==> config.mk <==
export PLATFORM = sky130hd
export DESIGN_NAME = variable_table_client_flat
export DESIGN_NICKNAME = d
export VERILOG_FILES = /design/src/rtl/variable_table_client_if.sv /design/src/rtl/variable_table_client.sv /design/src/flat_wrapper.sv
export SDC_FILE = /design/constraint.sdc
export NUM_CORES = 1
export LEC_CHECK = 0
export ABC_AREA = 1
export BUFFER_PORTS_ARGS = -buffer_cell sky130_fd_sc_hd__buf_2
export CAP_MARGIN = 10
export CORE_MARGIN = 3
export CORE_UTILIZATION = 41
export DETAILED_ROUTE_END_ITERATION = 10
export PLACE_DENSITY = 0.85
export SYNTH_ARGS = -nofsm -noshare
export SYNTH_HDL_FRONTEND = slang
export SYNTH_SLANG_ARGS = --single-unit
==> constraint.sdc <==
create_clock -name clk -period 1.2 [get_ports clk]
set_clock_uncertainty 0.05 [all_clocks]
set_input_delay 0.36 -clock clk [delete_from_list [all_inputs] [get_ports clk]]
set_output_delay 0.36 -clock clk [all_outputs]
set_load 0.03 [all_outputs]
==> src/rtl/variable_table_client_if.sv <==
// -----------------------------------------------------------------------------
// variable_table_client_if
//
// Groups every non-clock signal of variable_table_client into one bundle.
//
// Request / response side (clause evaluator and flip selector):
//   req_valid, req_ready, req_op, req_addr[3*W-1:0]
//   rsp_valid, rsp_ready, rsp_vals[2:0], coh_err
// Table side (two slots of the variable table cluster, bit i = table i):
//   en_a, en_b, we_a, we_b   [N-1:0]
//   addr_a, addr_b           [N*W-1:0]  table i address at [i*W +: W]
//   din_a, din_b, dout_a, dout_b [N-1:0]
//
// Modports:
//   slave  - the client itself: it is the target of the request bus and
//            drives the table port controls.
//   master - the surrounding environment: requester plus table cluster.
// -----------------------------------------------------------------------------
interface variable_table_client_if #(
  parameter int VARIABLE_ADDRESS_WIDTH = 11,
  parameter int TABLE_COPIES           = 2
);
  localparam int W = VARIABLE_ADDRESS_WIDTH;
  localparam int N = TABLE_COPIES;

  logic             req_valid;
  logic             req_ready;
  logic             req_op;
  logic [3*W-1:0]   req_addr;

  logic             rsp_valid;
  logic             rsp_ready;
  logic [2:0]       rsp_vals;
  logic             coh_err;

  logic [N-1:0]     en_a;
  logic [N-1:0]     en_b;
  logic [N-1:0]     we_a;
  logic [N-1:0]     we_b;
  logic [N*W-1:0]   addr_a;
  logic [N*W-1:0]   addr_b;
  logic [N-1:0]     din_a;
  logic [N-1:0]     din_b;
  logic [N-1:0]     dout_a;
  logic [N-1:0]     dout_b;

  modport slave (
    input  req_valid, req_op, req_addr, rsp_ready, dout_a, dout_b,
    output req_ready, rsp_valid, rsp_vals, coh_err,
           en_a, en_b, we_a, we_b, addr_a, addr_b, din_a, din_b
  );

  modport master (
    output req_valid, req_op, req_addr, rsp_ready, dout_a, dout_b,
    input  req_ready, rsp_valid, rsp_vals, coh_err,
           en_a, en_b, we_a, we_b, addr_a, addr_b, din_a, din_b
  );
endinterface

==> src/rtl/variable_table_client.sv <==
// -----------------------------------------------------------------------------
// variable_table_client
//
// Requester-side controller for one clause evaluator's pair of dual-port
// variable tables (two copies holding the same assignment).
//   * op 0 (evaluation read): reads the three literals of a clause,
//     lit0 and lit2 through port A of table 0 / table 1, lit1 through port B
//     of table 0, and returns {v2,v1,v0}.
//   * op 1 (flip): reads lit0, inverts it and writes the new value into both
//     copies in the same cycle, returning {2'b0,new value}.
//
// Ports:
//   clk             single clock
//   rst             synchronous, active-high reset
//   bus (slave)     request/response handshake and both tables' port controls,
//                   see variable_table_client_if
//
// Sequence: IDLE -> ISSUE -> CAPTURE -> (read: RESP | flip: WRITE -> RESP).
// Table-side outputs are registered, so the access belonging to a state is
// computed on the transition into that state. Read data arrives one cycle
// after en, i.e. in CAPTURE. Latency from acceptance at cycle T: read
// response at T+3, flip response at T+4.
//
// Build option VT_COHERENCY_CHECK_EN:
//   defined   - table 1 additionally reads lit0 (port B for reads, port A for
//               flips) and any difference from table 0 sets the sticky coh_err.
//   undefined - table 1 port B is tied off and coh_err is constant 0.
// The port list is identical in both builds.
// -----------------------------------------------------------------------------
module variable_table_client #(
  parameter int VARIABLE_ADDRESS_WIDTH = 11,
  parameter int TABLE_COPIES           = 2   // only 2 is supported
) (
  input  logic                    clk,
  input  logic                    rst,
  variable_table_client_if.slave  bus
);
  localparam int W = VARIABLE_ADDRESS_WIDTH;
  localparam int N = TABLE_COPIES;

  localparam logic [2:0] ST_IDLE    = 3'd0;
  localparam logic [2:0] ST_ISSUE   = 3'd1;
  localparam logic [2:0] ST_CAPTURE = 3'd2;
  localparam logic [2:0] ST_WRITE   = 3'd3;
  localparam logic [2:0] ST_RESP    = 3'd4;

  // Control state and latched request. Only lit0 is needed after ISSUE
  // (flip write-back), lit1/lit2 are consumed on the way into ISSUE.
  logic [2:0]     state_q, state_d;
  logic           op_q, op_d;
  logic [W-1:0]   lit0_q, lit0_d;

  // Registered table-side outputs.
  logic [N-1:0]   en_a_q, en_a_d;
  logic [N-1:0]   en_b_q, en_b_d;
  logic [N-1:0]   we_a_q, we_a_d;
  logic [N*W-1:0] addr_a_q, addr_a_d;
  logic [N*W-1:0] addr_b_q, addr_b_d;
  logic [N-1:0]   din_a_q, din_a_d;

  // Response data, held from CAPTURE until the response handshake.
  logic [2:0]     rsp_vals_q, rsp_vals_d;

`ifdef VT_COHERENCY_CHECK_EN
  logic           coh_err_q, coh_err_d;
  logic           mismatch;
`endif

  // Request literal fields, used directly while leaving IDLE.
  logic [W-1:0]   req_lit0;
  logic [W-1:0]   req_lit1;
  logic [W-1:0]   req_lit2;
  logic           new_val;

  assign req_lit0 = bus.req_addr[0   +: W];
  assign req_lit1 = bus.req_addr[W   +: W];
  assign req_lit2 = bus.req_addr[2*W +: W];

  // Flip value: always derived from table 0, the reference copy.
  assign new_val  = ~bus.dout_a[0];

  always_comb begin
    // NOTE: every next-state variable gets a default before the case, so no
    // path through the decode leaves one unassigned and infers a latch.
    state_d    = state_q;
    op_d       = op_q;
    lit0_d     = lit0_q;
    rsp_vals_d = rsp_vals_q;
    // Table controls default to idle: every access is a one-cycle pulse and
    // address/data return to zero between accesses.
    en_a_d     = '0;
    en_b_d     = '0;
    we_a_d     = '0;
    addr_a_d   = '0;
    addr_b_d   = '0;
    din_a_d    = '0;
`ifdef VT_COHERENCY_CHECK_EN
    coh_err_d  = coh_err_q;
    mismatch   = 1'b0;
`endif

    case (state_q)
      ST_IDLE: begin
        if (bus.req_valid) begin
          op_d    = bus.req_op;
          lit0_d  = req_lit0;
          state_d = ST_ISSUE;
          if (!bus.req_op) begin
            // Evaluation read: three independent single-bit reads.
            en_a_d[0]          = 1'b1;
            addr_a_d[0 +: W]   = req_lit0;
            en_b_d[0]          = 1'b1;
            addr_b_d[0 +: W]   = req_lit1;
            en_a_d[1]          = 1'b1;
            addr_a_d[W +: W]   = req_lit2;
`ifdef VT_COHERENCY_CHECK_EN
            // Spare port of table 1 shadows lit0 for the copy comparison.
            en_b_d[1]          = 1'b1;
            addr_b_d[W +: W]   = req_lit0;
`endif
          end else begin
            // Flip: read-modify-write starts with a read of lit0.
            en_a_d[0]          = 1'b1;
            addr_a_d[0 +: W]   = req_lit0;
`ifdef VT_COHERENCY_CHECK_EN
            en_a_d[1]          = 1'b1;
            addr_a_d[W +: W]   = req_lit0;
`endif
          end
        end
      end

      ST_ISSUE: begin
        // Access is on the table ports this cycle; data returns next cycle.
        state_d = ST_CAPTURE;
      end

      ST_CAPTURE: begin
        if (op_q) begin
          rsp_vals_d        = {2'b00, new_val};
          // Both copies are written in the same cycle so they never diverge.
          en_a_d            = '1;
          we_a_d            = '1;
          addr_a_d[0 +: W]  = lit0_q;
          addr_a_d[W +: W]  = lit0_q;
          din_a_d           = {N{new_val}};
          state_d           = ST_WRITE;
`ifdef VT_COHERENCY_CHECK_EN
          mismatch          = bus.dout_a[1] != bus.dout_a[0];
`endif
        end else begin
          rsp_vals_d        = {bus.dout_a[1], bus.dout_b[0], bus.dout_a[0]};
          state_d           = ST_RESP;
`ifdef VT_COHERENCY_CHECK_EN
          mismatch          = bus.dout_b[1] != bus.dout_a[0];
`endif
        end
`ifdef VT_COHERENCY_CHECK_EN
        // Sticky: cleared only by reset. The response itself is unaffected.
        coh_err_d = coh_err_q | mismatch;
`endif
      end

      ST_WRITE: begin
        // Write pulse is on the ports this cycle.
        state_d = ST_RESP;
      end

      ST_RESP: begin
        if (bus.rsp_ready) begin
          state_d = ST_IDLE;
        end
      end

      default: begin
        state_d = ST_IDLE;
      end
    endcase
  end

  always_ff @(posedge clk) begin
    // NOTE: state updates use non-blocking assignments so every register
    // samples the values from before the edge, independent of statement order.
    if (rst) begin
      state_q    <= ST_IDLE;
      op_q       <= 1'b0;
      lit0_q     <= '0;
      en_a_q     <= '0;
      en_b_q     <= '0;
      we_a_q     <= '0;
      addr_a_q   <= '0;
      addr_b_q   <= '0;
      din_a_q    <= '0;
      rsp_vals_q <= '0;
`ifdef VT_COHERENCY_CHECK_EN
      coh_err_q  <= 1'b0;
`endif
    end else begin
      state_q    <= state_d;
      op_q       <= op_d;
      lit0_q     <= lit0_d;
      en_a_q     <= en_a_d;
      en_b_q     <= en_b_d;
      we_a_q     <= we_a_d;
      addr_a_q   <= addr_a_d;
      addr_b_q   <= addr_b_d;
      din_a_q    <= din_a_d;
      rsp_vals_q <= rsp_vals_d;
`ifdef VT_COHERENCY_CHECK_EN
      coh_err_q  <= coh_err_d;
`endif
    end
  end

  assign bus.req_ready = (state_q == ST_IDLE);
  assign bus.rsp_valid = (state_q == ST_RESP);
  assign bus.rsp_vals  = rsp_vals_q;

  assign bus.en_a      = en_a_q;
  assign bus.en_b      = en_b_q;
  assign bus.we_a      = we_a_q;
  assign bus.addr_a    = addr_a_q;
  assign bus.addr_b    = addr_b_q;
  assign bus.din_a     = din_a_q;
  // Port B is read-only in both builds.
  assign bus.we_b      = '0;
  assign bus.din_b     = '0;

`ifdef VT_COHERENCY_CHECK_EN
  assign bus.coh_err   = coh_err_q;
`else
  assign bus.coh_err   = 1'b0;
`endif

endmodule

==> src/flat_wrapper.sv <==
// flat-port wrapper written by rule: the top's interface ports become plain ports
module variable_table_client_flat 
#(
  parameter int VARIABLE_ADDRESS_WIDTH = 11,
  parameter int TABLE_COPIES           = 2                         
)
  (clk, rst, bus_req_valid, bus_req_op, bus_req_addr, bus_rsp_ready, bus_dout_a, bus_dout_b, bus_req_ready, bus_rsp_valid, bus_rsp_vals, bus_coh_err, bus_en_a, bus_en_b, bus_we_a, bus_we_b, bus_addr_a, bus_addr_b, bus_din_a, bus_din_b);
  variable_table_client_if #(.VARIABLE_ADDRESS_WIDTH(VARIABLE_ADDRESS_WIDTH), .TABLE_COPIES(TABLE_COPIES)) bus_i ();
  input  logic clk;
  input  logic rst;
  input wire logic [$bits(bus_i.req_valid)-1:0] bus_req_valid;
  input wire logic [$bits(bus_i.req_op)-1:0] bus_req_op;
  input wire logic [$bits(bus_i.req_addr)-1:0] bus_req_addr;
  input wire logic [$bits(bus_i.rsp_ready)-1:0] bus_rsp_ready;
  input wire logic [$bits(bus_i.dout_a)-1:0] bus_dout_a;
  input wire logic [$bits(bus_i.dout_b)-1:0] bus_dout_b;
  output wire logic [$bits(bus_i.req_ready)-1:0] bus_req_ready;
  output wire logic [$bits(bus_i.rsp_valid)-1:0] bus_rsp_valid;
  output wire logic [$bits(bus_i.rsp_vals)-1:0] bus_rsp_vals;
  output wire logic [$bits(bus_i.coh_err)-1:0] bus_coh_err;
  output wire logic [$bits(bus_i.en_a)-1:0] bus_en_a;
  output wire logic [$bits(bus_i.en_b)-1:0] bus_en_b;
  output wire logic [$bits(bus_i.we_a)-1:0] bus_we_a;
  output wire logic [$bits(bus_i.we_b)-1:0] bus_we_b;
  output wire logic [$bits(bus_i.addr_a)-1:0] bus_addr_a;
  output wire logic [$bits(bus_i.addr_b)-1:0] bus_addr_b;
  output wire logic [$bits(bus_i.din_a)-1:0] bus_din_a;
  output wire logic [$bits(bus_i.din_b)-1:0] bus_din_b;
  assign bus_i.req_valid = bus_req_valid;
  assign bus_i.req_op = bus_req_op;
  assign bus_i.req_addr = bus_req_addr;
  assign bus_i.rsp_ready = bus_rsp_ready;
  assign bus_i.dout_a = bus_dout_a;
  assign bus_i.dout_b = bus_dout_b;
  assign bus_req_ready = bus_i.req_ready;
  assign bus_rsp_valid = bus_i.rsp_valid;
  assign bus_rsp_vals = bus_i.rsp_vals;
  assign bus_coh_err = bus_i.coh_err;
  assign bus_en_a = bus_i.en_a;
  assign bus_en_b = bus_i.en_b;
  assign bus_we_a = bus_i.we_a;
  assign bus_we_b = bus_i.we_b;
  assign bus_addr_a = bus_i.addr_a;
  assign bus_addr_b = bus_i.addr_b;
  assign bus_din_a = bus_i.din_a;
  assign bus_din_b = bus_i.din_b;
  variable_table_client #(.VARIABLE_ADDRESS_WIDTH(VARIABLE_ADDRESS_WIDTH), .TABLE_COPIES(TABLE_COPIES)) u_core (.clk(clk), .rst(rst), .bus(bus_i));
endmodule
Word-level counts from Yosys, hierarchy flattened
Cells that the tools add are included.
Storage, ports and cells
  input port bits: 42
  word-level logic and storage cells: 43
  register bits after elaboration: 69
  output and inout bits: 62
Cells by class
  mux-type cells: 13
  bitwise gates (word level): 5
  reductions and logical operators: 7
  eq/ne operators: 6
Operators with widths (number)
  two-way mux 22 bit: 2
  one-hot mux 22 bit (2 select lines): 1
  one-hot mux 3 bit (5 select lines): 1
  two-way mux 3 bit: 4
  two-way mux 11 bit: 1
  equality test 3 x 2 -> 1 bit (second input constant): 2
  OR reduction 3 bit: 2
  inverter 1 bit: 5
  two-way mux 2 bit: 2
  != test 2 bit (second input constant): 2
  one-hot mux 2 bit (2 select lines): 1
  AND reduction 2 bit: 2
  OR reduction 4 bit: 1
  equality test 3 x 1 -> 1 bit (second input constant): 1
  equality test 3 bit (second input constant): 1
  zero test 3 bit: 1
  OR reduction 2 bit: 1
  two-way mux 1 bit: 1

Depth between registers and ports, before layout
  depth after elaboration: 3
  depth in mapped cells: 6

Least setup slack after synthesis
OpenSTA, ideal clock, no wires.
  path type: reg2out
  from: reg u_core.state_q[2]
  to: out bus_rsp_valid
  cell stages (with the launch flop): 3
  slack: -0.410 ns
  data required time: 0.790 ns
  arrival time: 1.200 ns
  cells stage by stage: dfxtp_1 > inv_2 > nor3_1
On the way
  word-level cells in the longest chain between the ends: 1
Ends and longest elaborated chain
  start, declared: RTL line variable_table_client.sv:49  | logic [2:0] state_q, state_d;
  start signal, assigned: RTL line variable_table_client.sv:199  | state_q <= state_d;
  equality test 3 bit: RTL line variable_table_client.sv:216  | assign bus.rsp_valid = (state_q == ST_RESP);
  end, declared: RTL line flat_wrapper.sv:18  | output wire logic [$bits(bus_i.rsp_valid)-1:0] bus_rsp_valid;
No other way between the ends.

Worst setup path after layout
  from: reg u_core.state_q[0]
  to: reg u_core.addr_a_q[7], in the netlist u_core.bus.addr_a[7]
On the way
  word-level cells in the longest chain between the ends: 2
  elaborated cells between the ends (all ways): 3
  those cells by class: eq/ne (1); mux (1); reduce/logical (1)
Ends and longest elaborated chain
  equality test 3 x 2 -> 1 bit or zero test 3 bit (tied branches): RTL line variable_table_client.sv:102  | case (state_q)
  one-hot mux 22 bit (2 select lines) (*): RTL line variable_table_client.sv:102
  end signal, assigned: RTL line variable_table_client.sv:205  | addr_a_q <= addr_a_d;
  end, declared: RTL line variable_table_client.sv:57  | logic [N*W-1:0] addr_a_q, addr_a_d;
Every way passes the cells marked *; elsewhere a longest branch is shown, timed or not.
A chain may end at the register's enable or synchronous reset.

==> impl_results.md <==
- Synth warnings: 0
- TritonCTS Buffers: 5
- Dpl cells: ~430
- Hold path startpoint: bus_dout_a[0]
- Final setup fails: 60
- Vias in the first global route: 2192
- GRT Residual Overflow: 0
- First-pass GRT wire length: 10.5 mm
- Core Area: 4940 um^2
- Period utilisation layout: 128%
- Status: finished, violations left
- Cell Chain, Critical Path: buf_6 -> buf_6 -> nor2_4 -> buf_6 -> buf_6 -> nand3b_1 -> a21oi_2
- Critical path startpoint category: flop
- Fmax: 0.649 GHz
- Die W: 79.1 um
- R2r startpoint: u_core.state_q[0]
- Lkg Pwr: between 1.5 and 2 nW
- CP startpoint: u_core.state_q[0]
- Gr usage total: 21.3%
- Crit path depth: 7
- Most frequent cells in the layout: 49 x nand2_1, 49 x buf_6, 40 x buf_2, 30 x dfxtp_2, 25 x buf_4
- Multi-input logic area: 1130 um^2
- GR Util met2: 38.1%
- Internal power: 2.83 mW
- Clock Power Share: around a quarter
- CTS tree: built
- Met1 Use GR: 24.6%
- Filler cells: about 340
- Final #Nets: 421
- Final Max Slew Viols: 0
- Die Area: 6260 um^2
- Reg2reg path depth: 7
- Setup crit end: u_core.bus.addr_a[7]
- Crit end category: flop
- Die H: 79.1 um
- Largest stage delay, worst path: 0.37 ns
- Layout area overhead: 64.0%
- Hold violation total from the final report: 0
- Violated checks: setup timing
- Switching share of total power: 30.8%
- Sequential cell area: approximately 1200 um^2
- Final WL: 7.58 mm
- DRC Markers: 0
- CP arrival: between 1.5 and 2 ns
- Setup CP Type: flop to flop
- Final non-filler cell total: 447
- Largest net degree at the start of global routing: 35
- Mapped cell area: about 2200 um^2
- First drt pass iteration count: 4
- Max-cap violations: 0
- Post-place setup slack: -0.147 ns
- Antenna viol nets, final: 0
- CTS HTree Levels: 2
- Clock Pin Slew Worst Setup and Hold Paths: 0.09 ns
- Part of the power in combinational logic: 25.2%
- Gr busiest metal: met2
- Grt met3 use: around 4.2%
- Seq/Total Area, Yosys: between 50% and 60%
- Unrepaired setup endpoints after global routing: true
- VDD IR max: between 800 and 900 uV
- Port Buffers: 85
- Root Buffer: clkbuf_8
- CP Max Fanout: 6
- Sw Pwr: ~1.3 mW
- Worst min path class: input port to flop
- Synth cell types: 20
- RR Endpoint: u_core.bus.addr_a[7]
- Gpl congestion: between 0.8 and 0.9
- Max Root-Sink Buffers: 2
- WL/cell: 17.0 um
- Most Frequent Cell on Critical Path: buf_6
- R2R setup slack: -0.34 ns
- Critical Path RT: 1.38 ns
- # rows: 25
- FF+latch count, synth: 56
- Via-per-instance ratio: 5.26
- Fin crit period: 1.54 ns
- Slowest-stage cell, CP: dfxtp_4
- Initial antenna violation count: 0
- PwrDens: approximately 1100 nW/um^2
- PnR worst setup slack: -0.341 ns
- Worst-skew pair later-pin latency: 0.30 ns
- Avg Inst Size Synth: 8.09 um^2
- CTS sink cnt: 56
- DR iter-0 viols: 280
- Initial core utilization: 44.4%
- N_diodes: 0
- Via count: 2352
- Delay-heaviest family, CP: buffers and inverters
- I/O Pins: about 100
- Hold_buf cts: 0
- Reg power frac: 49.2%
- Worst path buffer plus inverter count: 4
- Cells after synthesis: 271
- Share of cells above drive strength 1: 57.4%
- Hpwl dp: 3.80 mm
[per-layer routing]
metal | routed length, um | vias to the layer above
met5 | 0 | -
met4 | 303 | 0
met3 | 585 | 33
met2 | 3980 | 154
met1 | 2720 | 1112
li1 | - | 1053
[repair_timing]
action                                  4_1_cts  5_1_grt
gates resized for setup                     105       96
endpoints found under the setup margin       93       96
hold endpoints to repair                      0        0
pin swaps                                    31        9
cloned                                        2        0
buffers inserted                             12        2
[stage by stage]
step	power [mW]	util (%)	TNS [ns]	hold WS (ns)	instance area, um^2
detailed placement	2.72	55.6	-3.01	0.402	2750
floorplan	2.53	-	0	0.389	2280
finish	4.09	72.8	-9.45	0.192	3600
CTS	3.90	66.5	-6.93	0.190	3290
global route	4.24	72.8	-12.51	0.188	3600
global placement	2.71	55.6	-2.01	0.397	2750
[logic make-up (layout without fill, tap and decap cells)]
group,count (synthesis),in the layout,share of synthesized area (%)
and+or+nand+nor,117,118,25.0
DFF,56,56,51.1
AOI/OAI and AO/OA,41,41,9.36
buffers and inverters,56,148,14.4
other,1,17,0.171
[area by class of cell]
class / count / share of cell area [%]
Inverter: 21 / 2.37
Clock buffer: 8 / 2.50
Timing Repair Buffer: 119 / 28.9
Tap cell: 67 / 2.33
Multi-Input combinational cell: 176 / 31.4
Sequential cell: 56 / 32.5
[cell usage after synthesis (all sizes together)]
cell type	count	area, um^2
clkbuf	6	22.5
nand3	14	75.1
nand3b	11	82.6
buf	29	214
nor2	19	86.3
conb	1	3.75
nand2	57	214
a21oi	40	200
inv	21	78.8
dfxtp	56	1120
nand4	3	25.0
o21ai	1	5.00
nor3	13	65.1
[power groups by stage]
stage / Combinational, mW / Sequential (mW) / Clock (mW)
floorplan: 0.405 / 2.12 / 0
global placement: 0.693 / 2.02 / 0
detailed placement: 0.703 / 2.02 / 0
CTS: 0.881 / 1.98 / 1.04
global route: 1.08 / 2.02 / 1.14
finish: 1.03 / 2.01 / 1.05
[worst min-delay path by stage]
stage                     endpoint  slack (ns)  cells after the start
6_report       u_core.bus.din_a[0]        0.19                      2
5_1_grt        u_core.bus.din_a[0]        0.19                      2
4_1_cts        u_core.bus.din_a[0]        0.19                      2
3_5_place_dp      u_core.lit0_q[3]        0.40                      2
3_3_place_gp      u_core.lit0_q[6]        0.40                      2
2_1_floorplan  u_core.bus.din_a[0]        0.39                      1
[worst register-to-register path, delay by kind of cell (launching register included)]
| family | cells | cell delay, ns |
|---|---|---|
| AND/OR/NAND/NOR | 2 | 0.32 |
| flip-flops | 1 | 0.37 |
| AO/OA/AOI/OAI | 1 | 0.21 |
| buffers and inverters | 4 | 0.52 |
[flip-flops by register name, indices dropped and copies added, names as in the netlist]
| signal | count |
|---|---|
| u_core.bus.addr_a | 22 |
| u_core.bus.rsp_vals | 3 |
| u_core.state_q | 3 |
| u_core.bus.addr_b | 11 |
| u_core.bus.we_a | 1 |
| u_core.lit0_q | 11 |
| u_core.bus.en_b | 1 |
| u_core.bus.en_a | 2 |
| u_core.bus.din_a | 1 |
| u_core.op_q | 1 |
Power figures use the tool's default switching activity.
